### config.mk
export PLATFORM = sky130hd
export DESIGN_NAME = psr_bank
export DESIGN_NICKNAME = d
export VERILOG_FILES = /design/src/rtl/psr_bank_pkg.sv /design/src/rtl/psr_spsr_file.sv /design/src/rtl/psr_bank.sv
export SDC_FILE = /design/constraint.sdc
export NUM_CORES = 1
export LEC_CHECK = 0
export BUFFER_PORTS_ARGS = -buffer_cell sky130_fd_sc_hd__clkbuf_2
export CAP_MARGIN = 20
export CORE_MARGIN = 10
export CORE_UTILIZATION = 25
export CTS_CLUSTER_DIAMETER = 40
export DETAILED_ROUTE_END_ITERATION = 10
export SLEW_MARGIN = 20
export SYNTH_ARGS = -nofsm -noshare
export SYNTH_HDL_FRONTEND = slang
export SYNTH_SLANG_ARGS = --single-unit
### constraint.sdc
create_clock -name clk -period 2.3 [get_ports clk]
set_input_delay 0.115 -clock clk [delete_from_list [all_inputs] [get_ports clk]]
set_output_delay 0.115 -clock clk [all_outputs]
set_load 0.05 [all_outputs]
### src/rtl/psr_bank_pkg.sv
// psr_bank_pkg: shared constants for the PSR bank.
// Holds the default register layout (field LSB positions), the default
// parameter values and the bit positions of the ld field-write mask.
package psr_bank_pkg;

    // Default geometry
    localparam int unsigned PSR_WIDTH     = 32;
    localparam int unsigned PSR_CTRL_W    = 6;
    localparam int unsigned PSR_MASK_W    = 4;
    localparam int unsigned PSR_NUM_BANKS = 4;

    // Field LSB positions for the default geometry
    localparam int unsigned CTRL_LSB  = 0;
    localparam int unsigned MASK_LSB  = CTRL_LSB + PSR_CTRL_W;
    localparam int unsigned UPPER_LSB = MASK_LSB + PSR_MASK_W;
    localparam int unsigned FLAG_LSB  = PSR_WIDTH - 4;

    // ld bit encodings
    localparam int unsigned LD_MASK_BIT  = 0;
    localparam int unsigned LD_CTRL_BIT  = 1;
    localparam int unsigned LD_UPPER_BIT = 2;

endpackage

### src/rtl/psr_spsr_file.sv
// psr_spsr_file: saved-status register file for banks 1..NUM_BANKS-1.
// Bank 0 has no storage; a read of address 0 returns zero and a write to
// address 0 is ignored.
// Ports:
//   clk      - clock, rising edge
//   reset    - synchronous active-high reset, clears every entry
//   i_we     - write enable
//   i_waddr  - write bank index
//   i_wdata  - write data
//   i_raddr  - read bank index
//   o_rdata  - read data (zero for bank 0)
module psr_spsr_file
    import psr_bank_pkg::*;
#(
    parameter int unsigned WIDTH     = PSR_WIDTH,
    parameter int unsigned NUM_BANKS = PSR_NUM_BANKS,
    parameter int unsigned BW        = $clog2(NUM_BANKS)
) (
    input  logic             clk,
    input  logic             reset,
    input  logic             i_we,
    input  logic [BW-1:0]    i_waddr,
    input  logic [WIDTH-1:0] i_wdata,
    input  logic [BW-1:0]    i_raddr,
    output logic [WIDTH-1:0] o_rdata
);

    logic [WIDTH-1:0] r_mem [NUM_BANKS-1:1];

    always_ff @(posedge clk) begin
        if (reset) begin
            for (int i = 1; i < NUM_BANKS; i++) begin
                r_mem[i] <= '0;
            end
        end else if (i_we && (i_waddr != '0)) begin
            r_mem[i_waddr] <= i_wdata;
        end
    end

    always_comb begin
        o_rdata = '0;
        if (i_raddr != '0) begin
            o_rdata = r_mem[i_raddr];
        end
    end

endmodule

### src/rtl/psr_bank.sv
// psr_bank: banked program status register.
// Holds the current status register (CPSR) and one saved register per
// non-user bank. Exception entry saves CPSR into the target bank and
// switches mode; exception return restores CPSR from the current bank.
// Ports:
//   clk       - clock, rising edge
//   reset     - synchronous active-high reset
//   ld        - field write mask: bit0 mask, bit1 control, bit2 upper
//   Din       - write data for ld and spsr_ld
//   flag_we   - condition-flag update strobe
//   flags_in  - new flags for the top four bits
//   exc_req   - exception entry strobe
//   exc_bank  - target bank for exception entry
//   exc_ret   - exception return strobe
//   spsr_ld   - write Din to the saved register of the current bank
//   Dout      - current status register
//   spsr_out  - saved register of the current bank (zero in bank 0)
//   err       - sticky error flag, cleared only by reset
// WIDTH must be at least 16.
module psr_bank
    import psr_bank_pkg::*;
#(
    parameter int unsigned WIDTH     = PSR_WIDTH,
    parameter int unsigned CTRL_W    = PSR_CTRL_W,
    parameter int unsigned MASK_W    = PSR_MASK_W,
    parameter int unsigned NUM_BANKS = PSR_NUM_BANKS,
    parameter int unsigned BW        = $clog2(NUM_BANKS)
) (
    input  logic             clk,
    input  logic             reset,
    input  logic [2:0]       ld,
    input  logic [WIDTH-1:0] Din,
    input  logic             flag_we,
    input  logic [3:0]       flags_in,
    input  logic             exc_req,
    input  logic [BW-1:0]    exc_bank,
    input  logic             exc_ret,
    input  logic             spsr_ld,
    output logic [WIDTH-1:0] Dout,
    output logic [WIDTH-1:0] spsr_out,
    output logic             err
);

    localparam int unsigned MaskLsb  = CTRL_LSB + CTRL_W;
    localparam int unsigned UpperLsb = MaskLsb + MASK_W;

    logic [WIDTH-1:0] r_cpsr;
    logic             r_err;

    logic [WIDTH-1:0] w_cpsr_d;
    logic             w_err_d;
    logic [BW-1:0]    w_cb;
    logic [WIDTH-1:0] w_ctrl_m;
    logic [WIDTH-1:0] w_mask_m;
    logic [WIDTH-1:0] w_upper_m;
    logic [WIDTH-1:0] w_ld_m;
    logic             w_spsr_we;
    logic [BW-1:0]    w_spsr_waddr;
    logic [WIDTH-1:0] w_spsr_wdata;
    logic [WIDTH-1:0] w_spsr_rdata;

    assign w_cb = r_cpsr[BW-1:0];

    // Per-bit field membership masks
    always_comb begin
        w_ctrl_m  = '0;
        w_mask_m  = '0;
        w_upper_m = '0;
        for (int i = 0; i < WIDTH; i++) begin
            w_ctrl_m[i]  = (i < MaskLsb);
            w_mask_m[i]  = (i >= MaskLsb) && (i < UpperLsb);
            w_upper_m[i] = (i >= UpperLsb);
        end
    end

    // Union of fields selected by ld
    always_comb begin
        w_ld_m = '0;
        if (ld[LD_MASK_BIT])  w_ld_m = w_ld_m | w_mask_m;
        if (ld[LD_CTRL_BIT])  w_ld_m = w_ld_m | w_ctrl_m;
        if (ld[LD_UPPER_BIT]) w_ld_m = w_ld_m | w_upper_m;
    end

    always_comb begin
        w_cpsr_d     = r_cpsr;
        w_err_d      = r_err;
        w_spsr_we    = 1'b0;
        w_spsr_waddr = w_cb;
        w_spsr_wdata = Din;
        if (exc_req) begin
            if (exc_bank != '0) begin
                w_spsr_we           = 1'b1;
                w_spsr_waddr        = exc_bank;
                w_spsr_wdata        = r_cpsr;
                w_cpsr_d            = r_cpsr | w_mask_m;
                w_cpsr_d[BW-1:0]    = exc_bank;
            end else begin
                w_err_d = 1'b1;
            end
        end else if (exc_ret) begin
            if (w_cb != '0) begin
                w_cpsr_d = w_spsr_rdata;
            end else begin
                w_err_d = 1'b1;
            end
        end else begin
            // spsr_ld targets the bank in force before this cycle's ld
            if (spsr_ld) begin
                if (w_cb != '0) begin
                    w_spsr_we = 1'b1;
                end else begin
                    w_err_d = 1'b1;
                end
            end
            w_cpsr_d = (r_cpsr & ~w_ld_m) | (Din & w_ld_m);
            // Flags are applied last so they override an overlapping ld
            if (flag_we) begin
                w_cpsr_d[WIDTH-1 -: 4] = flags_in;
            end
        end
    end

    always_ff @(posedge clk) begin
        if (reset) begin
            r_cpsr <= '0;
            r_err  <= 1'b0;
        end else begin
            r_cpsr <= w_cpsr_d;
            r_err  <= w_err_d;
        end
    end

    psr_spsr_file #(
        .WIDTH     (WIDTH),
        .NUM_BANKS (NUM_BANKS),
        .BW        (BW)
    ) u_spsr_file (
        .clk     (clk),
        .reset   (reset),
        .i_we    (w_spsr_we),
        .i_waddr (w_spsr_waddr),
        .i_wdata (w_spsr_wdata),
        .i_raddr (w_cb),
        .o_rdata (w_spsr_rdata)
    );

    assign Dout     = r_cpsr;
    assign spsr_out = w_spsr_rdata;
    assign err      = r_err;

endmodule

==> results.md <==
- Slew Viols, Final: 0
- Worst path cell trace: buf_6 > mux4_2 > and2_1 > clkbuf_2
- CP max FO: 10
- Top cells by count, synth: 128 x edfxtp_1, 117 x nor2_1, 55 x inv_1, 37 x nand2_1, 36 x mux2i_1
- Post-synth EDFFs: 128
- Row count: 64
- Sequential fraction of the synthesis area: 0.588
- Overflow after GRT: 0
- Status: finished, final reports clean
- Hold Slack: around 0.060 ns
- F_max: approximately 450 MHz
- VDD IR-drop max: 0.483 mV
- Worst endpoint required time: 2.18 ns
- TritonCTS Buffers: 17
- First-pass GRT wire length: ~34 mm
- Worst setup margin: 0.0993 ns
- Vias in the first global route: ~5800
- CP max stage delay: 0.54 ns
- Number of antenna violations at the first check in global routing: 5
- Overall global routing resource usage: 0.115
- Share of layout cells above drive strength 1: 0.284
- Final hold violation count: 0
- Power Internal: 5.33 mW
- WL/cell: 18.3 µm
- Bufs and invs on worst path: 2
- Post-synth top area share: 0.497
- DRC: 0
- CTS max path bufs: 2
- #FFs+latches synth: 163
- Cell family with most CP delay: multiplexers
- Global placement routability congestion: 0.747
- Clock Sinks: 163
- Clk root buf: clkbuf_16
- Final Non-Filler Cells: ~1200
- Final min period: 2.20 ns
- Critical Setup Path Class: reg -> out
- Drt via density: 4.61
- Post-route cell area: approximately 0.0096 mm²
- Min-delay worst type: in -> reg
- Largest net degree at the start of global routing: 39
- ANT nets after route: 0
- Final setup viols: 0
- Pre-antenna DRT Iters: 5
- RSZ-0062 raised after global routing: yes
- Netlist cell types: 36
- Switch Pwr: 2.28 mW
- Relative slew slack: 0.545
- P&R area growth vs syn: 24.0%
- Count leader, synth: edfxtp_1
- Fin crit share: 0.957
- Clk Latency, worst-skew pair: 0.43 ns
- Final Net Count: 851
- Placed insts: 1181
- Die W: 196 µm
- Postcts setup bufs: 0
- Placed cell areas: between 0.009 and 0.01 mm²
- Pre-CTS setup slack: 0.213 ns
- CTS tree: yes
- Reg power frac: 0.454
- Worst-path clk slew: 0.06 ns
- CORE AREA: 0.0305 mm²
- Post-synthesis cell area: 0.00773 mm²
- Mean Syn Cell Area: 11.8 µm²
- Crit. End Element: primary output
- Ys flop type: edfxtp_1
- Worst slew pin tran: 0.682 ns
- Final WL: about 22 mm
- Post-synth ARST share: 0
- Cell taking the most area after synthesis: edfxtp_1
- Vias: 5599
- Clock power frac: 0.357
- Port buffer count: 111
- HPWL after DPL: 15.4 mm
- Slowest cell on crit path: mux4_2
- Syn. warnings: 0
- CP arrival: 2.09 ns
- Largest cells by area after synthesis: edfxtp_1 50%, mux4_2 9.3%, dfxtp_1 9.1%
- Drt first-iter violations: 326
- H-tree depth: 4
- Max_cap viols: 0
- Die Area: about 0.038 mm²
- Fillers: slightly above 3000
- Comb power frac: 0.189
- Initial core utilization: 0.253
- Sw frac: 0.300
- Clk_skew: 0.00635 ns
- Leakage: 3.98 nW
- Syn Inst Count: ~660
- Power density cells: around 790 mW/mm²
- CP startpoint kind: flop
- Boundary Pins: approximately 110
- Sum of negative setup slack: 0 ns
- Die height: between 150 and 200 µm
==> cell usage in the layout (no fill, tap or decap), drive strengths merged, types with 2 or more instances in the layout <==
| cell type | netlist | routed |
|---|---|---|
| a211oi | 28 | 28 |
| a21o | 3 | 3 |
| a21oi | 30 | 30 |
| a221oi | 6 | 6 |
| a22oi | 4 | 4 |
| and2 | 32 | 32 |
| buf | 19 | 41 |
| clkbuf | 28 | 122 |
| clkinv | 0 | 8 |
| conb | 1 | 32 |
| dfxtp | 35 | 35 |
| edfxtp | 128 | 128 |
| inv | 55 | 59 |
| mux2i | 36 | 36 |
| mux4 | 32 | 32 |
| nand2 | 37 | 37 |
| nand2b | 6 | 6 |
| nor2 | 127 | 127 |
| nor2b | 5 | 5 |
| o21ai | 5 | 5 |
| o22ai | 27 | 27 |
| or2 | 2 | 2 |
==> layout make-up <==
type                            instances  area (µm²)  area share
Tap cell                              396         495      0.0517
Clock inverter                         14         126      0.0132
Multi-Input combinational cell        422        2930       0.306
Clock buffer                           18         429      0.0448
Inverter                               55         206      0.0215
Antenna cell                            1        2.50    0.000261
Timing Repair Buffer                  145         842      0.0879
Sequential cell                       163        4550       0.475
==> layer usage <==
| metal | vias to the layer above | track usage | share of wire |
|---|---|---|---|
| met5 | - | 0 | 0.0022 |
| met4 | 8 | 0.0481 | 0.024 |
| met3 | 40 | 0.0370 | 0.068 |
| met2 | 143 | 0.193 | 0.50 |
| met1 | 2797 | 0.133 | 0.41 |
| li1 | 2611 | - | - |
==> tightest hold or removal path: stages <==
cell and delay, ns:
clkbuf_2 0.12, nand2_1 0.11, a211oi_1 0.09
==> registers in the layout, summed over array words and instances (netlist names), named ones only <==
| name | cells |
|---|---|
| u_spsr_file.r_mem | 128 |
| Dout | 32 |
| err | 1 |
==> final timing paths <==
kind / startpoint / endpoint / slack (ns) / cells past startpoint
worst min register to register: Dout[6] / Dout[6] / 0.49 / 2
worst min-delay path: exc_req / Dout[1] / 0.06 / 3
worst max register to register: Dout[0] / u_spsr_file.r_mem[2][22] / 0.23 / 5
worst max-delay path: flop / spsr_out[10] / 0.1 / 4
==> power groups by stage <==
stage	Sequential (mW)	Combinational, mW	Clock, mW
finish	3.45	1.44	2.71
global route	3.47	1.55	2.89
CTS	3.45	1.46	2.78
detailed placement	3.52	1.46	0
global placement	3.51	1.45	0
floorplan	3.63	0.862	0
==> what timing repair did <==
| item | in CTS | in global routing |
|---|---|---|
| gates resized for setup | 3 | 7 |
| endpoints found under the hold margin | 0 | 0 |
| endpoints found under the setup margin | 16 | 7 |
| hold buffers | 0 | 0 |
==> per-stage QoR <==
stage | total power, mW | utilization
finish | 7.61 | 0.314
global route | 7.92 | 0.314
CTS | 7.69 | 0.314
detailed placement | 4.97 | 0.295
global placement | 4.95 | 0.295
floorplan | 4.49 | -
==> cells by family (layout without fill, tap and decap cells) <==
family	after synthesis	count (layout)	synth area share
buf+inv	102	232	0.0544
mux	68	68	0.140
flops	163	163	0.588
simple gates	214	214	0.125
compound gates	108	108	0.0923
other cells	1	33	0.000485
(Power assumes the default switching activity.)
